==> src/rtl/shift_pkg.sv <==
// Shared types and widths for the shift command front end.
//   DATA_W      : width of the data word handed to the barrel shifter
//   SEL_W       : width of the shift amount
//   shift_cmd_t : one queued command, {sel, data}
package shift_pkg;

    localparam int DATA_W = 4;
    localparam int SEL_W  = 2;

    typedef struct packed {
        logic [SEL_W-1:0]  sel;
        logic [DATA_W-1:0] data;
    } shift_cmd_t;

endpackage

==> src/rtl/shift_cmd_buf.sv <==
// Command storage for shift_cmd_fifo: DEPTH x shift_cmd_t circular buffer.
// Ports:
//   clk, rst  : clock, synchronous active-high reset
//   push      : write wr_cmd at the write pointer (caller guarantees !full)
//   wr_cmd    : command to store
//   pop       : drop the head entry (caller guarantees !empty)
//   head      : entry at the read pointer (undefined content when empty)
//   count     : occupancy, 0..DEPTH
//   full      : count == DEPTH
//   empty     : count == 0
module shift_cmd_buf
    import shift_pkg::*;
#(
    parameter  int DEPTH = 4,
    localparam int AW    = $clog2(DEPTH),
    localparam int CW    = AW + 1
) (
    input  logic          clk,
    input  logic          rst,
    input  logic          push,
    input  shift_cmd_t    wr_cmd,
    input  logic          pop,
    output shift_cmd_t    head,
    output logic [CW-1:0] count,
    output logic          full,
    output logic          empty
);

    shift_cmd_t    mem [DEPTH];
    logic [AW-1:0] wr_ptr;
    logic [AW-1:0] rd_ptr;

    // Occupancy is kept alongside the pointers so equal pointers are never
    // ambiguous between full and empty.
    always_ff @(posedge clk) begin
        if (rst) begin
            wr_ptr <= '0;
            rd_ptr <= '0;
            count  <= '0;
        end else begin
            if (push) wr_ptr <= wr_ptr + AW'(1);
            if (pop)  rd_ptr <= rd_ptr + AW'(1);
            case ({push, pop})
                2'b10:   count <= count + CW'(1);
                2'b01:   count <= count - CW'(1);
                default: count <= count;
            endcase
        end
    end

    always_ff @(posedge clk) begin
        if (push && !rst) mem[wr_ptr] <= wr_cmd;
    end

    assign head  = mem[rd_ptr];
    assign full  = (count == CW'(DEPTH));
    assign empty = (count == '0);

endmodule

==> src/rtl/shift_cmd_fifo.sv <==
// Buffered command front end for an external combinational 4-bit barrel
// shifter. Commands queue in shift_cmd_buf; the head drives the shifter and
// the shifter result is registered into a valid/ready output stage.
// Ports:
//   clk, rst            : clock, synchronous active-high reset
//   in_valid/in_ready   : command handshake, in_data + in_sel
//   sh_din/sh_sel       : head command to the shifter (zero when empty)
//   sh_dout             : shifter result
//   out_valid/out_ready : result handshake, out_data + out_sel
//   count               : FIFO occupancy, 0..DEPTH (excludes output register)
module shift_cmd_fifo
    import shift_pkg::*;
#(
    parameter  int DEPTH = 4,
    localparam int CW    = $clog2(DEPTH) + 1
) (
    input  logic              clk,
    input  logic              rst,
    input  logic              in_valid,
    output logic              in_ready,
    input  logic [DATA_W-1:0] in_data,
    input  logic [SEL_W-1:0]  in_sel,
    output logic [DATA_W-1:0] sh_din,
    output logic [SEL_W-1:0]  sh_sel,
    input  logic [DATA_W-1:0] sh_dout,
    output logic              out_valid,
    input  logic              out_ready,
    output logic [DATA_W-1:0] out_data,
    output logic [SEL_W-1:0]  out_sel,
    output logic [CW-1:0]     count
);

    shift_cmd_t head;
    shift_cmd_t wr_cmd;
    logic       full;
    logic       empty;
    logic       push;
    logic       load;

    // in_ready looks only at occupancy, so out_ready never reaches it
    // combinationally; a full FIFO refuses a push even if it pops that cycle.
    assign in_ready = !full;
    assign push     = in_valid && in_ready && !rst;
    assign wr_cmd   = {in_sel, in_data};

    // Output register is free when empty or being consumed this cycle.
    assign load = !empty && (!out_valid || out_ready);

    shift_cmd_buf #(
        .DEPTH (DEPTH)
    ) u_buf (
        .clk    (clk),
        .rst    (rst),
        .push   (push),
        .wr_cmd (wr_cmd),
        .pop    (load),
        .head   (head),
        .count  (count),
        .full   (full),
        .empty  (empty)
    );

    // Stale storage must not leak to the shifter when nothing is queued.
    assign sh_din = empty ? '0 : head.data;
    assign sh_sel = empty ? '0 : head.sel;

    always_ff @(posedge clk) begin
        if (rst) begin
            out_valid <= 1'b0;
            out_data  <= '0;
            out_sel   <= '0;
        end else if (load) begin
            out_valid <= 1'b1;
            out_data  <= sh_dout;
            out_sel   <= head.sel;
        end else if (out_valid && out_ready) begin
            out_valid <= 1'b0;
        end
    end

endmodule

==> config.mk <==
export PLATFORM = sky130hd
export DESIGN_NAME = shift_cmd_fifo
export DESIGN_NICKNAME = d
export VERILOG_FILES = /design/src/rtl/shift_pkg.sv /design/src/rtl/shift_cmd_buf.sv /design/src/rtl/shift_cmd_fifo.sv
export SDC_FILE = /design/constraint.sdc
export NUM_CORES = 1
export LEC_CHECK = 0
export ABC_AREA = 1
export BUFFER_PORTS_ARGS = -buffer_cell sky130_fd_sc_hd__buf_2
export CORE_MARGIN = 2
export CORE_UTILIZATION = 50
export CTS_CLUSTER_DIAMETER = 150
export DETAILED_ROUTE_END_ITERATION = 8
export PLACE_DENSITY = 0.81
export SYNTH_ARGS = -nofsm -noshare
export SYNTH_HDL_FRONTEND = slang
export SYNTH_SLANG_ARGS = --single-unit
==> constraint.sdc <==
create_clock -name clk -period 2 [get_ports clk]
set_input_delay 0.1 -clock clk [delete_from_list [all_inputs] [get_ports clk]]
set_output_delay 0.1 -clock clk [all_outputs]
set_load 0.05 [all_outputs]
==> impl_metrics.tcl <==
set metrics [dict create \
    status "finished clean" \
    cp_max_fo 5 \
    r2r_cells 12 \
    track_usage_pct 16.3 \
    htree_num_levels 2 \
    p_sw_share_pct 50.2 \
    synth_seq_area_share_pct 60.3 \
    clk_path_buf_depth 2 \
    grt_overflow_total 0 \
    drtAntennaViolNets 0 \
    final_area_sq_um 2070 \
    min_period_ps 1840 \
    num_vias 1268 \
    fin_nets 250 \
    internal_power_mw 1.65 \
    syn_nets 206 \
    maxCapViolCount 0 \
    grt_start_max_net_pins 14 \
    via_per_inst 4.58 \
    cts-root-buf "clkbuf_4" \
    cp_slowest_cell "fa_1" \
    clk_pin_slew_ps 110 \
    maxSlewViolCount 0 \
    endpoint "u_buf.count[2]$_SDFFE_PP0P_" \
    pwr-share-seq_pct 35.4 \
    wl_per_cell_um 10.6 \
    ys.flop_type "edfxtp_1" \
    clkLatencyLatePin_ps 340 \
    cts.sinks 40 \
    max_stage_delay_ps 370 \
    drive_gt1_share_pct 22.1 \
    cp_data_arrival_time_ps 2090 \
    setup_viol 0 \
    synth_seq_cells 40 \
    cp-start-kind "register" \
    power_mw 3.32 \
    place_area_sq_um 1920 \
    drcViolationCount 0 \
    synth_area_leaders "edfxtp_1 (42%), dfxtp_1 (19%), nor2_1 (8.7%)" \
    crit_family "simple AND/OR/NAND/NOR gates" \
    hold_path.class "in2reg" \
    dr.pass1.iters 4 \
    die-area_sq_um 3940 \
    initial_core_util_pct 51.7 \
    port_buffers 30 \
    syn_inst 186 \
    rr_endpoint "u_buf.count[2]$_SDFFE_PP0P_" \
    die_h_um 62.7 \
    crit_type "reg2reg" \
    ys_types 17 \
    cts_buffers 5 \
    power_density_nw_per_um2 1610 \
    worstSetupEndpointType "register" \
    synth_area_leader_cell "edfxtp_1" \
    cts_tree "done" \
    syn_area_per_cell_sq_um 9.28 \
    synth_top_area_share_pct 41.8 \
    tightest_slew_ps 589 \
    initialDrtViolationCount 40 \
    relSlewSlack_pct 60.6 \
    antenna_found_initial 0 \
    place_ws_ps 168 \
    power.share.combinational_pct 52.3 \
    peakVddDrop_uv 1070 \
    fin_crit_sh_pct 92.1 \
    cp_common_cell "nand2_1" \
    fin_skew_ps 8.64 \
    cp.required_ps 2250 \
    hold_viol 0 \
    regToRegSetupSlack_ps 160 \
    startpoint "u_buf.count[0]$_SDFFE_PP0P_" \
    yosysWarnings 0 \
    grt_pass1_wl_um 4970 \
    fp.dieW_um 62.7 \
    synth-async-reset-ratio_pct 0 \
    placed_cells 261 \
    antennaDiodeCount 0 \
    cp.depth 12 \
    reg2reg_from "u_buf.count[0]$_SDFFE_PP0P_" \
    stdcell_count 277 \
    syn2layout_area_growth_pct 19.7 \
    hold_depth 3 \
    timing.fmax_mhz 543 \
    syn_area_sq_um 1730 \
    grt_pass1_vias 1173 \
    final_util_pct 61.9 \
    dp_hpwl_um 2100 \
    num_rows 21 \
    rsz0062_at_grt "false" \
    hold_slack_ps 10.7 \
    netSwitchingPower_mw 1.67 \
    p_leak_nw 0.949 \
    critPathBufInv 2 \
    p_clk_share_pct 12.4 \
    synthMostInstantiatedCell "nor2_1" \
    n_fill_cell 305 \
    path_cells "nor2_2 -> nand2_2 -> nand3_1 -> ha_1 -> inv_1 -> fa_1 -> inv_1 -> nand2_1 -> nand3_1 -> nand2_1 -> nand2_1 -> nor2_1" \
    fin_setup_tns_ps 0 \
    gp_congestion 0.775 \
    io_pins 31 \
    layout_setup_ws_ps 157 \
    synth-edff-count 24 \
    core_sq_um 3340 \
    wirelength_um 2950 \
    yosys-top-cells-count "nor2_1 (40), inv_1 (30), nand2_1 (29), edfxtp_1 (24), dfxtp_1 (16)" \
]
[registers in the layout, indices dropped and copies added, names as in the netlist, named ones only]
| signal | cells |
|---|---|
| u_buf.mem | 24 |
| out_data | 4 |
| u_buf.count | 3 |
| out_sel | 2 |
| u_buf.rd_ptr | 2 |
| u_buf.wr_ptr | 2 |
| out_valid | 1 |
[repair_timing]
action	CTS	global route
gates resized for setup	0	1
buffers inserted	0	0
setup endpoints to repair	0	2
hold endpoints to repair	27	0
hold buffers	8	0
[power by group through the flow]
stage | clock, mW | sequential, mW | combinational (mW)
6_report | 0.411 | 1.17 | 1.73
5_1_grt | 0.459 | 1.20 | 1.90
4_1_cts | 0.421 | 1.17 | 1.74
3_5_place_dp | 0 | 1.19 | 1.73
3_3_place_gp | 0 | 1.18 | 1.71
2_1_floorplan | 0 | 1.47 | 1.12
[cell usage in the layout, fill, tap and decap left out, types with 2 or more instances in the layout]
cell type,n
dlygate4sd3_1,8
nand2_2,3
a21oi_1,9
nand2_1,28
buf_2,30
ha_1,5
clkinv_2,2
edfxtp_1,24
inv_1,30
dfxtp_1,12
clkbuf_4,5
dfxtp_2,4
nor2_1,40
nand3_1,7
buf_4,3
o21ai_0,15
[cells by family after synthesis]
| logic type | Yosys count | share of synthesized area (%) |
|---|---|---|
| simple gates | 79 | 18.1 |
| flops | 40 | 60.3 |
| buf+inv | 35 | 8.99 |
| compound gates | 26 | 7.76 |
| fa+ha+maj | 6 | 4.79 |
[final cells by class]
| type | count | area [sq um] | area share [%] |
|---|---|---|---|
| flip-flops and latches | 40 | 1050 | 50.6 |
| multi-input cells | 111 | 532 | 25.7 |
| repair buffers | 41 | 253 | 12.2 |
| inverters | 31 | 116 | 5.63 |
| well taps | 46 | 57.6 | 2.79 |
| clock buffers | 6 | 51.3 | 2.48 |
| clock inverters | 2 | 10.0 | 0.485 |
[worst reg2reg max path: cells and delay by family, from the launching register on]
family,cells,cell delay (ps)
flops,1,360
buf+inv,2,140
fa+ha+maj,2,570
simple gates,8,690
[worst min path at each step]
stage | startpoint | endpoint
3_3_place_gp | rst | u_buf.rd_ptr[1]$_SDFFE_PP0P_
3_5_place_dp | rst | u_buf.rd_ptr[1]$_SDFFE_PP0P_
6_report | sh_dout[0] | out_data[0]$_SDFFE_PP0P_
4_1_cts | sh_dout[0] | out_data[0]$_SDFFE_PP0P_
2_1_floorplan | rst | register
5_1_grt | sh_dout[3] | out_data[3]$_SDFFE_PP0P_
[routing by layer]
| metal | vias up | global-route usage [%] | wire length, um |
|---|---|---|---|
| met2 | 20 | 28.6 | 1450 |
| met3 | 5 | 3.42 | 94 |
| met4 | 0 | 6.67 | 39 |
| met5 | - | 0 | 0 |
| li1 | 672 | - | - |
| met1 | 571 | 19.4 | 1370 |
Power figures use the tool's default switching activity.
